**config.mk**
```make
export PLATFORM = sky130hd
export DESIGN_NAME = switch_bounce_gen
export DESIGN_NICKNAME = d
export VERILOG_FILES = /design/src/rtl/switch_bounce_gen.sv
export SDC_FILE = /design/constraint.sdc
export NUM_CORES = 1
export LEC_CHECK = 0
export CORE_MARGIN = 8
export CORE_UTILIZATION = 55
export DETAILED_ROUTE_END_ITERATION = 10
export PLACE_DENSITY = 0.84
export SYNTH_ARGS = -nofsm -noshare
export SYNTH_HDL_FRONTEND = slang
export SYNTH_SLANG_ARGS = --single-unit
```
**constraint.sdc**
```tcl
create_clock -name clk -period 2.69 [get_ports clk]
set_clock_uncertainty 0.1 [all_clocks]
set_input_delay 0.269 -clock clk [delete_from_list [all_inputs] [get_ports clk]]
set_output_delay 0.269 -clock clk [all_outputs]
set_load 0.03 [all_outputs]
```
**src/rtl/switch_bounce_gen.sv**
```systemverilog
// Mechanical-switch emulator: turns a clean level command into a bouncy contact
// waveform whose phase lengths come from a 16-bit LFSR.
module switch_bounce_gen #(
    parameter int          BOUNCES    = 5,
    parameter int          MIN_GAP    = 4,
    parameter int          GAP_MASK   = 7,
    parameter int          SETTLE     = 16,
    parameter logic [15:0] SEED       = 16'hACE1,
    parameter logic        INIT_LEVEL = 1'b1
) (
    input  logic clk,
    input  logic rst,
    input  logic sw_in,
    input  logic bounce_en,
    output logic bounce_out,
    output logic busy,
    output logic done
);

    localparam int             PW         = (BOUNCES > 0) ? $clog2(BOUNCES + 1) : 1;
    localparam logic [PW-1:0]  LAST_PULSE = (BOUNCES > 0) ? PW'(BOUNCES - 1) : {PW{1'b0}};
    localparam logic [8:0]     MIN_GAP_W  = 9'(MIN_GAP);
    localparam logic [8:0]     SETTLE_W   = 9'(SETTLE);
    localparam logic [7:0]     GAP_MASK_W = 8'(GAP_MASK);

    typedef enum logic [1:0] {
        ST_IDLE       = 2'd0,
        ST_BOUNCE_NEW = 2'd1,
        ST_BOUNCE_OLD = 2'd2,
        ST_SETTLE     = 2'd3
    } state_t;

    // x^16+x^14+x^13+x^11+1, Fibonacci form, shifting left
    function automatic logic [15:0] lfsr_next(input logic [15:0] l);
        return {l[14:0], l[15] ^ l[13] ^ l[12] ^ l[10]};
    endfunction

    function automatic logic [8:0] gap_len(input logic [15:0] l);
        return MIN_GAP_W + {1'b0, l[7:0] & GAP_MASK_W};
    endfunction

    state_t        state_r, state_s;
    logic          bounce_out_r, bounce_out_s;
    logic          busy_r, busy_s;
    logic          done_r, done_s;
    logic          target_r, target_s;
    logic [15:0]   lfsr_r, lfsr_s;
    logic [8:0]    gap_cnt_r, gap_cnt_s;
    logic [PW-1:0] pulse_cnt_r, pulse_cnt_s;

    // State and output registers; reset aborts any sequence without a done pulse
    always_ff @(posedge clk) begin
        if (rst) begin
            state_r      <= ST_IDLE;
            bounce_out_r <= INIT_LEVEL;
            busy_r       <= 1'b0;
            done_r       <= 1'b0;
            target_r     <= INIT_LEVEL;
            lfsr_r       <= SEED;
            gap_cnt_r    <= 9'd0;
            pulse_cnt_r  <= {PW{1'b0}};
        end else begin
            state_r      <= state_s;
            bounce_out_r <= bounce_out_s;
            busy_r       <= busy_s;
            done_r       <= done_s;
            target_r     <= target_s;
            lfsr_r       <= lfsr_s;
            gap_cnt_r    <= gap_cnt_s;
            pulse_cnt_r  <= pulse_cnt_s;
        end
    end

    // Next-state logic; a phase ends on the cycle its counter reads 1
    always_comb begin
        state_s      = state_r;
        bounce_out_s = bounce_out_r;
        busy_s       = busy_r;
        done_s       = 1'b0;
        target_s     = target_r;
        lfsr_s       = lfsr_r;
        gap_cnt_s    = gap_cnt_r;
        pulse_cnt_s  = pulse_cnt_r;
        case (state_r)
            ST_IDLE: begin
                busy_s = 1'b0;
                if (sw_in != bounce_out_r) begin
                    target_s     = sw_in;
                    bounce_out_s = sw_in;
                    if (!bounce_en) begin
                        state_s = ST_IDLE;
                    end else if (BOUNCES > 0) begin
                        busy_s      = 1'b1;
                        gap_cnt_s   = gap_len(lfsr_r);
                        lfsr_s      = lfsr_next(lfsr_r);
                        pulse_cnt_s = {PW{1'b0}};
                        state_s     = ST_BOUNCE_NEW;
                    end else begin
                        busy_s    = 1'b1;
                        gap_cnt_s = SETTLE_W;
                        state_s   = ST_SETTLE;
                    end
                end else begin
                    state_s = ST_IDLE;
                end
            end
            ST_BOUNCE_NEW: begin
                if (gap_cnt_r <= 9'd1) begin
                    bounce_out_s = ~target_r;
                    gap_cnt_s    = gap_len(lfsr_r);
                    lfsr_s       = lfsr_next(lfsr_r);
                    state_s      = ST_BOUNCE_OLD;
                end else begin
                    gap_cnt_s = gap_cnt_r - 9'd1;
                end
            end
            ST_BOUNCE_OLD: begin
                if (gap_cnt_r <= 9'd1) begin
                    bounce_out_s = target_r;
                    pulse_cnt_s  = pulse_cnt_r + PW'(1);
                    if (pulse_cnt_r == LAST_PULSE) begin
                        gap_cnt_s = SETTLE_W;
                        state_s   = ST_SETTLE;
                    end else begin
                        gap_cnt_s = gap_len(lfsr_r);
                        lfsr_s    = lfsr_next(lfsr_r);
                        state_s   = ST_BOUNCE_NEW;
                    end
                end else begin
                    gap_cnt_s = gap_cnt_r - 9'd1;
                end
            end
            ST_SETTLE: begin
                if (gap_cnt_r <= 9'd1) begin
                    busy_s  = 1'b0;
                    done_s  = 1'b1;
                    state_s = ST_IDLE;
                end else begin
                    gap_cnt_s = gap_cnt_r - 9'd1;
                end
            end
            default: begin
                busy_s  = 1'b0;
                state_s = ST_IDLE;
            end
        endcase
    end

    assign bounce_out = bounce_out_r;
    assign busy       = busy_r;
    assign done       = done_r;

endmodule
```
Word-level counts from Yosys, hierarchy flattened
Cells that the tools add are included.

operators by class
  equality and inequality tests = 12
  reduce and logical (&&, ||, !) cells = 12
  magnitude comparators = 1
  add/sub/neg operators = 3
  bitwise logic cells = 5
  mux-type cells = 33

operators by type and width
  kind                                                            count
  2-to-1 mux 16 bit                                               5
  one-hot mux 16 bit (3 select lines)                             1
  2-to-1 mux 9 bit                                                5
  one-hot mux 9 bit (4 select lines)                              1
  != test 2 bit, second input constant                            7
  2-to-1 mux 2 bit                                                5
  less-or-equal comparator 9 x 1 -> 1 bit, second input constant  1
  2-to-1 mux 3 bit                                                3
  subtractor 9 x 1 -> 9 bit, second input constant                1
  2-to-1 mux 1 bit                                                8
  one-hot mux 2 bit (4 select lines)                              1
  AND reduction 4 bit                                             2
  one-hot mux 3 bit (2 select lines)                              1
  AND reduction 3 bit                                             2
  AND reduction 6 bit                                             1
  2-to-1 mux 5 bit                                                1
  adder 3 x 3 -> 4 bit, first input constant                      1
  == test 2 bit, second input constant                            2
  AND reduction 2 bit                                             2
  nonzero test 2 bit                                              2
  adder 3 x 1 -> 3 bit, second input constant                     1
  == test 3 bit, second input constant                            1
  one-hot mux 1 bit (3 select lines)                              1
  nonzero test 3 bit                                              1
  other kinds (7)                                                 10

word-level totals
  logic and storage cells = 74
  bits in registers = 34
  output and inout bits = 3
  input bits = 4

Depth between registers and ports, before layout
  word-level depth = 6
  gate-level depth with buffers = 9

Worst setup path before layout
Ideal clock, no wire load.

  path kind = register to register
  start = reg gap_cnt_r[1]
  end = reg gap_cnt_r[2]
  setup slack = 0.700 ns
  arrival = 1.773 ns
  required time = 2.473 ns
  stages on the path, launching flop included = 9
  clock period less this slack = 1.990 ns
  cells stage by stage = dfxtp_1 -> inv_1 -> ha_1 -> o21bai_1 -> and3_1 -> clkbuf_1 -> a21oi_1 -> o31ai_1 -> a32o_1

on the way
  word-level cells in the longest chain between the ends = 3
  elaborated cells on any way between the ends = 8

ends and longest elaborated chain
  item                                                                                         RTL line  source
  start, declared                                                                              48        logic [8:0] gap_cnt_r, gap_cnt_s;
  start signal, assigned                                                                       69        gap_cnt_r <= gap_cnt_s;
  subtractor 9 x 1 -> 9 bit / less-or-equal comparator 9 x 1 -> 1 bit (equally long branches)  n/a
  2-to-1 mux 9 bit (tied with other cells)                                                     134       if (gap_cnt_r <= 9'd1) begin
  one-hot mux 9 bit (4 select lines) / AND reduction 3 bit (equally long branches)             n/a

Several ways; a longest one is shown, not always the timed one. The select of a mux whose other input is x is not followed.
A chain may end at the register's enable or synchronous reset.

Worst setup path in the final report
  start = reg state_r[1]
  end = reg gap_cnt_r[0]

on the way
  word-level cells in the longest chain between the ends = 3
  elaborated cells on any way between the ends = 9

ends and longest elaborated chain
  item                                                       RTL line  source
  start, declared                                            42        state_t state_r, state_s;
  start signal, assigned                                     63        state_r <= state_s;
  == test 2 bit / logical NOT 2 bit (equally long branches)  84        case (state_r)
  != test 2 bit (no line)                                    n/a
  AND reduction 3 bit (no line)                              n/a

Several ways; a longest one is shown, not always the timed one.

==> key figures <==
Floorplan
  • Die Y: 72.3 um
  • Initial Util: 57.5%
  • Die X: 72.3 um
  • IO Pins: 7
  • Die Area: 0.00522 mm^2
  • Cell Rows: 20
  • Core area: 0.00303 mm^2

Clocking
  • CTS tree: done
  • Cts hold-fix bufs: 0
  • Longest Clk Path Bufs: 2
  • Clock sink total: 34
  • Post-CTS setup buffer count: 0
  • CTS Root Buffer Type: clkbuf_4
  • CTS buffer count: 5
  • Worst-Skew Late Latency: 0.35 ns
  • H-tree depth: 2
  • Clock transition at the registers of the reported paths: 0.11 ns
  • CTS resizes: 0

STA
  • Fmax: 451 MHz
  • Final period util: 82.5%
  • Setup ws final: 0.471 ns
  • Worst slew pin tran: 0.544 ns
  • Final Slew Violations: 0
  • WHS: 0.385 ns
  • RSZ-0062 raised after global routing: no
  • Fin crit period: 2.22 ns
  • Headroom to the max-slew limit: 63.4%
  • Final setup fails: 0
  • Setup TNS: 0 ns
  • Final Hold Fails: 0

Yosys
  • Async S/R FF share, synth: 0%
  • Count of different cell masters after synthesis: 41
  • Syn Inst Count: 201
  • YS warnings: 0
  • Flops & latches, synth: 34
  • Post-Syn Nets: 213
  • Number of synthesized flops with an enable pin: 0
  • Netlist Area Pre-Place: 0.00174 mm^2
  • Most numerous cell in the Yosys netlist: dfxtp_1
  • Synth top area cells: dfxtp_1 (39%), mux2i_1 (6.9%), nor2_1 (6.5%)
  • Cell taking the most area after synthesis: dfxtp_1
  • Register area share after synthesis: 39.1%
  • Post-synth top cells: dfxtp_1 (34), nor2_1 (30), a21oi_1 (15)
  • Syn avg cell area: 8.67 um^2
  • Post-synth top area share: 39.1%
  • Synth Flop Type: dfxtp_1

Placement
  • GPL Wtd Cong: 0.908
  • Placement Setup Slack: 0.440 ns
  • HPWL Detailed: 2360 um
  • Post-DP Area: 0.00184 mm^2
  • I/O Buffers: 6

Layout
  • Area growth syn-to-layout: 8.98%
  • # fillers: 270
  • Antenna diodes: 0
  • Final nets: 221
  • Share of post-route cells with drive strength above 1: 7.62%
  • Cell area after layout: 0.00190 mm^2

GRT
  • Grt ovf: 0
  • First-pass GRT wire length: 5950 um
  • Largest net degree at the start of global routing: 33
  • Initial antenna violation count: 0
  • Vias in the first global route: 1311
  • GRT Resource Usage Total: 14.5%

Setup path
  • Worst path arrival time: 2.33 ns
  • Worst EP required: 2.80 ns
  • Startpoint Class: flop
  • CP Class: flop to flop
  • Critical-path maximum fanout: 9
  • Crit path capture type: flop

Job
  • Total of max-cap violations: 0

Route
  • Antenna viol nets, final: 0
  • DR pass1 iterations: 4
  • Remaining routing DRC violations: 0
  • Vias per inst: 5.71
  • Routed WL: 3460 um
  • DR vias: 1451
  • Drt first-iter violations: 123
  • Average wire per standard cell: 13.6 um

Worst hold path
  • Hold Crit Class: flop to flop

Pwr
  • Worst vdd ir: 0.597 mV
  • P_leak: 0.751 nW
  • PwrDens: 1430 mW/mm^2

Run status
  • Status: finished clean
## report_power, final
group,internal [mW],switching [mW],total (mW)
logic,0.634,0.941,1.58
clock network,0.127,0.176,0.303
registers,0.674,0.157,0.831
total,1.43,1.27,2.71
## layout by cell type, fill, tap and decap left out, types with 2 or more instances in the layout
master and n:
a21oi_1 15, o31ai_1 2, mux2i_1 12, buf_4 3, clkdlybuf4s50_1 6, a31oi_1 2
nor3_1 14, o21ai_0 8, xnor2_1 3, nand4_1 5, nand3_1 4, dfxtp_1 34
nand2_1 11, xor2_1 6, clkbuf_4 5, and3_1 2, o22ai_1 3, inv_1 7
ha_1 8, nor2_1 30, a311oi_1 2, a21o_1 5, a22o_1 2
## through the flow
step                instances  total power, mW  utilization, %
floorplan                 201             2.10               -
global placement          246             2.35            60.7
detailed placement        246             2.39            60.7
CTS                       254             2.70            62.7
global route              254             2.95            62.7
finish                    254             2.71            62.7
## path summary, 6_finish.rpt
| kind | startpoint | endpoint | slack, ns | cells past startpoint |
|---|---|---|---|---|
| setup / recovery | state_r[1] | gap_cnt_r[0] | 0.47 | 7 |
| hold / removal | lfsr_r[1] | gap_cnt_r[1] | 0.39 | 2 |
| setup reg to reg | state_r[1] | gap_cnt_r[0] | 0.47 | 7 |
| hold reg to reg | lfsr_r[1] | gap_cnt_r[1] | 0.39 | 2 |
## logic make-up (layout without fill, tap and decap cells)
| logic type | Yosys count | count (layout) | share of synthesized area (%) |
|---|---|---|---|
| DFF | 34 | 34 | 39.1 |
| xor gates and xnor gates | 9 | 9 | 4.53 |
| buffers and inverters | 17 | 26 | 4.31 |
| muxes | 13 | 13 | 7.54 |
| and+or+nand+nor | 73 | 73 | 20.6 |
| AOI/OAI and AO/OA | 47 | 47 | 18.2 |
| adders and majority gates | 8 | 8 | 5.75 |
## area by class of cell
| type | count | area (um^2) | area share, % |
|---|---|---|---|
| Clock inverter | 1 | 5.00 | 0.264 |
| Inverter | 9 | 33.8 | 1.78 |
| Timing Repair Buffer | 9 | 82.6 | 4.35 |
| Clock buffer | 7 | 55.1 | 2.90 |
| Tap cell | 44 | 55.1 | 2.90 |
| Sequential cell | 34 | 681 | 35.9 |
| Multi-Input combinational cell | 150 | 986 | 51.9 |
## sequential cells by signal, summed over array words and instances (netlist names)
signal / flops
bounce_out: 1
busy: 1
done: 1
pulse_cnt_r: 3
target_r: 1
lfsr_r: 16
gap_cnt_r: 9
state_r: 2
## layer usage
metal / global-route usage [%] / vias to the layer above / share of wire [%]
met4: 8.39 / 0 / 2.6
met2: 22.5 / 35 / 46
met3: 3.58 / 10 / 4.6
li1: - / 734 / -
met5: 0 / - / 0
met1: 17.6 / 672 / 46
## worst max-delay path, stage by stage (launching register included)
cell	delay, ns
dfxtp_1	0.38
inv_1	0.09
ha_1	0.39
inv_2	0.16
a21oi_1	0.43
a21oi_1	0.23
o21ai_0	0.23
a31oi_1	0.07
No activity file was read; power rests on OpenSTA's default activity.
